<file path="src/rtl/increment_unit.sv">
// Nock 4 (increment) reduction engine: reads a node, bumps its atomic tel and writes the result
// back into hed. Build option INCR_OVERFLOW_WRAP_EN makes an all-ones tel wrap to zero.
`ifndef MEMORY_ADDR_WIDTH
`define MEMORY_ADDR_WIDTH 32
`endif
`ifndef NOUN_WIDTH
`define NOUN_WIDTH 64
`endif
`ifndef MEMORY_DATA_WIDTH
`define MEMORY_DATA_WIDTH 136
`endif
`ifndef GET_CONTENTS
`define GET_CONTENTS 2'd1
`endif
`ifndef SET_CONTENTS
`define SET_CONTENTS 2'd2
`endif
`ifndef ATOM_ATOM
`define ATOM_ATOM 2'b01
`endif

module increment_unit (
  input  logic                          clk,
  input  logic                          rst,
  input  logic                          start,
  input  logic [`MEMORY_ADDR_WIDTH-1:0] module_address_in,
  input  logic [`MEMORY_DATA_WIDTH-1:0] module_data_in,
  input  logic                          mem_ready,
  input  logic [`MEMORY_DATA_WIDTH-1:0] read_data1,
  output logic                          mem_execute,
  output logic [`MEMORY_ADDR_WIDTH-1:0] address1,
  output logic [1:0]                    mem_func,
  output logic [`MEMORY_DATA_WIDTH-1:0] write_data,
  output logic                          module_finished,
  output logic [`MEMORY_ADDR_WIDTH-1:0] module_address,
  output logic [3:0]                    execute_return_sys_func,
  output logic [3:0]                    execute_return_state,
  output logic [7:0]                    error
);

  localparam int unsigned AddrW = `MEMORY_ADDR_WIDTH;
  localparam int unsigned DataW = `MEMORY_DATA_WIDTH;
  localparam int unsigned NounW = `NOUN_WIDTH;

  typedef enum logic [2:0] {
    StIdle, StRead, StReadWait, StCheck, StWrite, StWriteWait, StDone, StErr
  } state_e;

  state_e             state_q, state_d;
  logic [AddrW-1:0]   addr_q, addr_d;
  logic [7:0]         tag_q, tag_d;
  logic [NounW-1:0]   tel_q, tel_d;
  logic [7:0]         error_q, error_d;

  logic [NounW-1:0]   sum;
  logic               overflow;
  logic [7:0]         tag_upd;
  logic               unused_in;

  // The caller's snapshot and the hed field are never needed: memory is authoritative.
  assign unused_in = ^{module_data_in, read_data1[2*NounW-1:NounW]};

  assign sum      = tel_q + NounW'(1);
  assign overflow = &tel_q;
  assign tag_upd  = {1'b0, tag_q[6:4], 2'b00, `ATOM_ATOM};
  assign error    = error_q;

  always_ff @(posedge clk or negedge rst) begin
    if (!rst) begin
      state_q <= StIdle;
      addr_q  <= '0;
      tag_q   <= '0;
      tel_q   <= '0;
      error_q <= '0;
    end else begin
      state_q <= state_d;
      addr_q  <= addr_d;
      tag_q   <= tag_d;
      tel_q   <= tel_d;
      error_q <= error_d;
    end
  end

  always_comb begin
    state_d                 = state_q;
    addr_d                  = addr_q;
    tag_d                   = tag_q;
    tel_d                   = tel_q;
    error_d                 = error_q;
    mem_execute             = 1'b0;
    address1                = '0;
    mem_func                = 2'b00;
    write_data              = '0;
    module_finished         = 1'b0;
    module_address          = '0;
    execute_return_sys_func = 4'h0;
    execute_return_state    = 4'h0;

    unique case (state_q)
      StIdle: begin
        if (start) begin
          addr_d  = module_address_in;
          state_d = StRead;
        end
      end
      StRead: begin
        mem_execute = 1'b1;
        mem_func    = `GET_CONTENTS;
        address1    = addr_q;
        state_d     = StReadWait;
      end
      StReadWait: begin
        if (mem_ready) begin
          tag_d   = read_data1[DataW-1 -: 8];
          tel_d   = read_data1[NounW-1:0];
          state_d = StCheck;
        end
      end
      StCheck: begin
        // tag[0] set means tel is an atom; tag[7] marks the node as pending execution.
        if (!tag_q[0] || !tag_q[7]) begin
          error_d = 8'h01;
          state_d = StErr;
        end else begin
`ifdef INCR_OVERFLOW_WRAP_EN
          state_d = StWrite;
`else
          if (overflow) begin
            error_d = 8'h04;
            state_d = StErr;
          end else begin
            state_d = StWrite;
          end
`endif
        end
      end
      StWrite: begin
        mem_execute = 1'b1;
        mem_func    = `SET_CONTENTS;
        address1    = addr_q;
        write_data  = {tag_upd, sum, NounW'(0)};
        state_d     = StWriteWait;
      end
      StWriteWait: begin
        if (mem_ready) begin
          state_d = StDone;
        end
      end
      StDone: begin
        module_finished         = 1'b1;
        module_address          = addr_q;
        execute_return_sys_func = 4'h2;
        execute_return_state    = 4'h2;
        state_d                 = StIdle;
      end
      StErr: begin
        module_finished         = 1'b1;
        execute_return_sys_func = 4'h3;
        execute_return_state    = 4'hF;
      end
      default: state_d = StIdle;
    endcase
  end

endmodule

</file>
<file path="config.mk">
export PLATFORM = sky130hd
export DESIGN_NAME = increment_unit
export DESIGN_NICKNAME = d
export VERILOG_FILES = /design/src/rtl/increment_unit.sv
export SDC_FILE = /design/constraint.sdc
export NUM_CORES = 1
export LEC_CHECK = 0
export CORE_AREA = 4 4 204 206
export DETAILED_ROUTE_END_ITERATION = 12
export DIE_AREA = 0 0 208 210
export DONT_BUFFER_PORTS = 1
export GPL_TIMING_DRIVEN = 0
export SYNTH_ARGS = -nofsm -noshare
export SYNTH_HDL_FRONTEND = slang
export SYNTH_SLANG_ARGS = --single-unit
</file>
<file path="constraint.sdc">
create_clock -name clk -period 2.8 [get_ports clk]
set_input_delay 0.42 -clock clk [delete_from_list [all_inputs] [get_ports clk]]
set_output_delay 0.42 -clock clk [all_outputs]
set_load 0.01 [all_outputs]
</file>
==> results.json, run 1 <==
{
  "outcome": "finished, violations left",
  "violations": "hold timing, setup timing",
  "worstMarginPinSlew_ns": 0.7352,
  "drv_cap": 0,
  "grt_use_total": 0.1352,
  "min_period_over_period": 1.078,
  "clockBufferDepth": 2,
  "synthFlopType": "dfrtp_1",
  "synth_commonest_cells": "dfrtp_1, mux2_2, buf_4",
  "antenna_found_initial": 10,
  "ir_worst_vdd_v": 0.0007479,
  "port_buffers": 0,
  "layout-drive-gt1-share": 0.5039,
  "end_kind": "output port",
  "fin_hold_ws_ns": -0.2683,
  "power_density_nw_per_um2": 938.2,
  "die_w_microns": 208,
  "num_vias": 6079,
  "gr-total-overflow": 0,
  "finalSetupViolations": 13,
  "slew_violations": 0,
  "ant_nets": 0,
  "r2r_end": "state_q[0]$_DFFE_PN0P_",
  "synth-edff-count": 0,
  "rsz0062_at_grt": "true",
  "die_area_sq_um": 43680,
  "area_growth_pct": 42.04,
  "syn_inst": 724,
  "synthTopCellsByArea": "dfrtp_1, mux2_2, buf_4",
  "rrSetupSlack_ns": 0.20,
  "fillers": 4198,
  "cts_buffers": 9,
  "worst-setup-path-type": "reg2out",
  "p_leak_uw": 0.003965,
  "drt-total-wl_microns": 30750,
  "worst_slack_ns": -0.2196,
  "yosys_register_bits": 106,
  "nets": 1199,
  "critical_path_arrival_ns": 2.60,
  "die_h_microns": 210,
  "viasPerCell": 4.275,
  "drt_iter0_markers": 403,
  "finalHoldViolCount": 106,
  "cts_tree": "done",
  "worstPathRequired_ns": 2.38,
  "finalClockSkew_ns": 0.01056,
  "ys_async_sr_fraction": 1.000,
  "yosys.area.top_type_share": 0.3827,
  "timing.rr.start": "tel_q[33]$_DFFE_PN0P_",
  "grt_max_degree": 107,
  "power_uw": 9237,
  "syn_area_sq_um": 6932,
  "htree_num_levels": 3,
  "grt_first_pass_wirelength_microns": 43350,
  "tns_ns": -1.475,
  "fp.coreArea_sq_um": 39640,
  "place_area_sq_um": 7870,
  "path_clk_slew_ns": 0.08,
  "post_drt_wl_per_cell_microns": 21.63,
  "yosysUniqueCellTypes": 44,
  "ys_seq_area_frac": 0.3827,
  "clock_latency_ns": 0.38,
  "cts_sinks": 106,
  "floorplan.rows": 73,
  "cp_max_fo": 4,
  "fin_area_sq_um": 9846,
  "fin_crit_ns": 3.020,
  "syn_area_per_cell_sq_um": 9.574,
  "place.gp.congestion": 0.8577,
  "drt_first_pass_iters": 7,
  "grt_pass1_vias": 6087,
  "max_freq_ghz": 0.3312,
  "drcViolationCount": 0,
  "num_io_pins": 528,
  "synth_most_common_cell": "dfrtp_1",
  "start_util": 0.1749,
  "r2r_cells": 6,
  "critPathLaunchType": "flop",
  "relSlewSlack": 0.5061,
  "hold_path_class": "in2async",
  "dp_hpwl_microns": 23080,
  "synth_area_leader_cell": "dfrtp_1",
  "ctsRootBufferMaster": "clkbuf_16",
  "synth-warning-count": 0
}
[critical path, cell delays in order, from the launching register on]
cell and delay [ns]:
dfrtp_2 0.39, nand4_4 0.13, or4_4 0.51, or3_4 0.41, or4_4 0.51, a21oi_4 0.26
[per-layer routing]
layer | share of wire | GRT usage | vias up
li1 | - | - | 2739
met1 | 0.37 | 0.1492 | 2890
met2 | 0.47 | 0.2272 | 387
met3 | 0.13 | 0.07605 | 47
met4 | 0.019 | 0.03420 | 16
met5 | 0.0041 | 0 | -
[through the flow]
step                hold WS [ns]  utilization  std cells  setup WS (ns)
detailed placement        0.1274       0.1985       1324        -0.9495
CTS                      -0.2924       0.2432       1413        -0.2013
floorplan                 0.1244            -        799         0.1731
global placement          0.1279       0.1985       1324        -0.9847
global route             -0.2909       0.2483       1421        -0.2822
finish                   -0.2683       0.2484       1422        -0.2196
[layout make-up]
type / instances / area (sq um) / share of cell area
tap: 525 / 656.9 / 0.06672
timing repair buffer: 84 / 671.9 / 0.06824
clock inverter: 7 / 86.33 / 0.008769
buffer: 113 / 823.3 / 0.08362
sequential: 106 / 2686 / 0.2728
multi-input combinational: 568 / 4661 / 0.4734
inverter: 8 / 30.03 / 0.003050
clock buffer: 9 / 225.2 / 0.02287
antenna: 2 / 5.005 / 0.0005083
[how the worst max path moves through the flow]
stage                               start         endpoint  slack (ns)  cells past startpoint
floorplan           tel_q[40]$_DFFE_PN0P_  write_data[122]        0.17                      6
finish              tel_q[33]$_DFFE_PN0P_  write_data[122]       -0.22                      5
detailed placement   tel_q[0]$_DFFE_PN0P_  write_data[100]       -0.95                      7
global route         tel_q[1]$_DFFE_PN0P_  write_data[110]       -0.28                      7
global placement     tel_q[0]$_DFFE_PN0P_  write_data[100]       -0.98                      7
CTS                 tel_q[34]$_DFFE_PN0P_  write_data[115]       -0.20                      6
[registers in the layout, indices dropped and copies added (netlist names)]
name and cells:
addr_q 32, state_q 3, error 2, tag_q 5, tel_q 64
[what timing repair did]
item | CTS | global route
buffers inserted | 76 | 16
setup endpoints to repair | 127 | 104
cloned | 1 | 0
pin swaps | 55 | 39
hold endpoints to repair | 106 | 106
gates resized for setup | 224 | 48
[layout by cell type (no fill, tap or decap), drive strengths merged, types with 5 or more instances in the layout]
| cell | count |
|---|---|
| nor2 | 45 |
| conb | 76 |
| and2 | 70 |
| mux2 | 96 |
| buf | 171 |
| xnor2 | 9 |
| and3 | 14 |
| nand3 | 24 |
| and4 | 9 |
| nand2b | 5 |
| nor4 | 8 |
| clkbuf | 35 |
| inv | 11 |
| a21oi | 22 |
| nand4 | 29 |
| or4 | 21 |
| nand2 | 45 |
| o31ai | 12 |
| o21ai | 17 |
| nor3 | 6 |
| xor2 | 24 |
| dfrtp | 106 |
| nor2b | 5 |
| or3 | 7 |
[kinds of logic after synthesis]
logic type	synth area share
compound gates	0.05957
xor+xnor	0.04170
fa+ha+maj	0.001805
buf+inv	0.1125
flops	0.3827
mux	0.1588
other cells	0.0005410
simple gates	0.2424
[power breakdown]
group	total (uW)	leakage (uW)	internal, uW	switching (uW)
Clock	1410	0.000154	714	697
Sequential	3270	0.00124	2340	932
Combinational	4560	0.00257	2000	2560
Total	9240	0.00397	5050	4180
Power figures use the tool's default switching activity.
==> inputs of run 2 (changes only) <==
- CORE_AREA: 4 4 204 206 -> 4 4 203 205
- DIE_AREA: 0 0 208 210 -> 0 0 207 209
- MAX_ROUTING_LAYER: default -> met4
==> run 2 against run 1 <==
The flow still finishes with violations (hold timing, setup timing). Wire length increased by 2.5%. Largest cell class unchanged. Worst hold slack improved by 0.0062 ns. Via count is 3.1% higher. Power is 0.46% higher. Global-route usage is 0.76 points higher. Die area decreased by 0.95%. Register-to-register slack improved by 0.02 ns.
==> results.json, run 2 (same netlist as run 1, synthesis figures left out) <==
{
  "grt_first_pass_wirelength_microns": 44150,
  "die_h_microns": 209,
  "timing.rr.start": "tel_q[35]$_DFFE_PN0P_",
  "crit_path_end": "write_data[122]",
  "cp_max_fo": 4,
  "htree_num_levels": 3,
  "critPathLaunchType": "flop",
  "top_regs": "tel_q (64), addr_q (32), tag_q (5)",
  "ir_worst_vdd_v": 0.0004916,
  "worst_slack_ns": -0.1257,
  "drv_cap": 0,
  "rsz0062_at_grt": "true",
  "finalClockSkew_ns": 0.007700,
  "final_common_cell": "buf_4",
  "grt_pass1_vias": 6245,
  "slew_violations": 0,
  "gr-total-overflow": 0,
  "fp.coreArea_sq_um": 39460,
  "die_w_microns": 207,
  "max_freq_ghz": 0.3418,
  "power_uw": 9280,
  "area_growth_pct": 43.83,
  "path_depth": 5,
  "die_area_sq_um": 43260,
  "finalHoldViolCount": 106,
  "relSlewSlack": 0.5386,
  "antenna_found_initial": 15,
  "r2r_end": "state_q[0]$_DFFE_PN0P_",
  "r2r_cells": 6,
  "worstPathRequired_ns": 2.38,
  "viasPerCell": 4.340,
  "cts_sinks": 106,
  "dp_hpwl_microns": 23160,
  "largest_reg_flops": 64,
  "cp_slowest_stage_delay_ns": 0.52,
  "start_util": 0.1757,
  "crit_top_cell": "or4_4",
  "slowest_stage": "or4_4",
  "floorplan.rows": 73,
  "place.gp.congestion": 0.8771,
  "post_drt_wl_per_cell_microns": 21.83,
  "violations": "hold timing, setup timing",
  "cp_cell_sequence": "nand4_4 -> or4_4 -> or3_4 -> or4_4 -> a21oi_4",
  "drt_first_pass_iters": 6,
  "nets": 1208,
  "clock_latency_ns": 0.37,
  "p_leak_uw": 0.004004,
  "worst-setup-path-type": "reg2out",
  "drt-total-wl_microns": 31520,
  "ant_nets": 0,
  "min_period_over_period": 1.045,
  "rrSetupSlack_ns": 0.22,
  "path_clk_slew_ns": 0.08,
  "cp-startpoint": "tel_q[35]$_DFFE_PN0P_",
  "worstMarginPinSlew_ns": 0.6847,
  "layout-drive-gt1-share": 0.4989,
  "hold_path_class": "in2async",
  "drt_iter0_markers": 476,
  "ctsRootBufferMaster": "clkbuf_16",
  "fillers": 4168,
  "fin_hold_ws_ns": -0.2621,
  "finalSetupViolations": 16,
  "post-place-ws_ns": -0.9665,
  "critical_path_arrival_ns": 2.51,
  "cts_buffers": 9,
  "critical_path.top_delay_family": "simple AND/OR/NAND/NOR gates",
  "grt_use_total": 0.1428,
  "grt_max_degree": 107,
  "cts_tree": "done",
  "end_kind": "output port",
  "crit_buf_inv": 0,
  "power_density_nw_per_um2": 930.8,
  "layout_common_cells": "buf_4, mux2_2, dfrtp_1, conb_1, and2_1",
  "clockBufferDepth": 2,
  "regMostFlops": "tel_q",
  "outcome": "finished, violations left",
  "fin_crit_ns": 2.926,
  "port_buffers": 0,
  "drcViolationCount": 0,
  "num_vias": 6267,
  "num_io_pins": 528
}
==> run 2: cell count changes in the layout (fill, tap and decap cells not counted), moves of 3 or more <==
cell and change:
diode_2 +13, buf_6 +11, buf_4 -6, o31ai_1 +5, o31ai_2 -4, inv_6 -3
==> run 2: metal layers <==
metal	GRT usage	wire length, microns	up-vias
met5	-	0	-
met4	0.05221	658	0
met3	0.08032	4440	43
met2	0.2269	14990	427
met1	0.1493	11430	3025
li1	-	-	2772
==> run 2: cell type report <==
class,instances,area (sq um),area share
diodes,15,37.54,0.003765
multi-input cells,568,4621,0.4635
clock buffers,10,239.0,0.02397
flip-flops and latches,106,2686,0.2695
well taps,525,656.9,0.06589
repair buffers,93,797.0,0.07994
inverters,8,30.03,0.003012
plain buffers,113,835.8,0.08384
clock inverters,6,66.31,0.006652
==> run 2: worst register-to-register path: stages (launching register included) <==
cell and delay, ns:
dfrtp_2 0.43, nand4_4 0.13, or4_4 0.52, buf_4 0.21, or4_4 0.53, nor4_2 0.50, o21a_1 0.20
==> run 2: stage by stage <==
step	instance area [sq um]	std cells	setup TNS, ns	util
floorplan	7213	799	0	-
global placement	7870	1324	-45.19	0.1995
detailed placement	7870	1324	-44.00	0.1995
CTS	9578	1411	-1.472	0.2427
global route	9970	1444	-3.806	0.2527
finish	9970	1444	-1.004	0.2527
==> run 2: what timing repair did <==
item / CTS / global route
endpoints found under the setup margin: 117 / 93
gates cloned: 2 / 0
pin swaps: 41 / 29
setup buffers: 72 / 21
gates resized for setup: 214 / 54
hold endpoints to repair: 106 / 106
==> run 2: worst min-delay path by stage <==
| stage | endpoint | slack, ns | cells after the start |
|---|---|---|---|
| after floorplan | addr_q[0]$_DFFE_PN0P_ | 0.12 | 0 |
| after global placement | addr_q[18]$_DFFE_PN0P_ | 0.13 | 0 |
| after detailed placement | addr_q[17]$_DFFE_PN0P_ | 0.13 | 0 |
| after CTS | tel_q[26]$_DFFE_PN0P_ | -0.29 | 0 |
| after global routing | addr_q[11]$_DFFE_PN0P_ | -0.29 | 0 |
| final | addr_q[6]$_DFFE_PN0P_ | -0.26 | 0 |
==> run 2: where the power goes <==
group          internal (uW)  switching, uW  total [uW]
logic                   2070           2570        4640
clock network            722            653        1380
registers               2340            925        3260
total                   5130           4150        9280
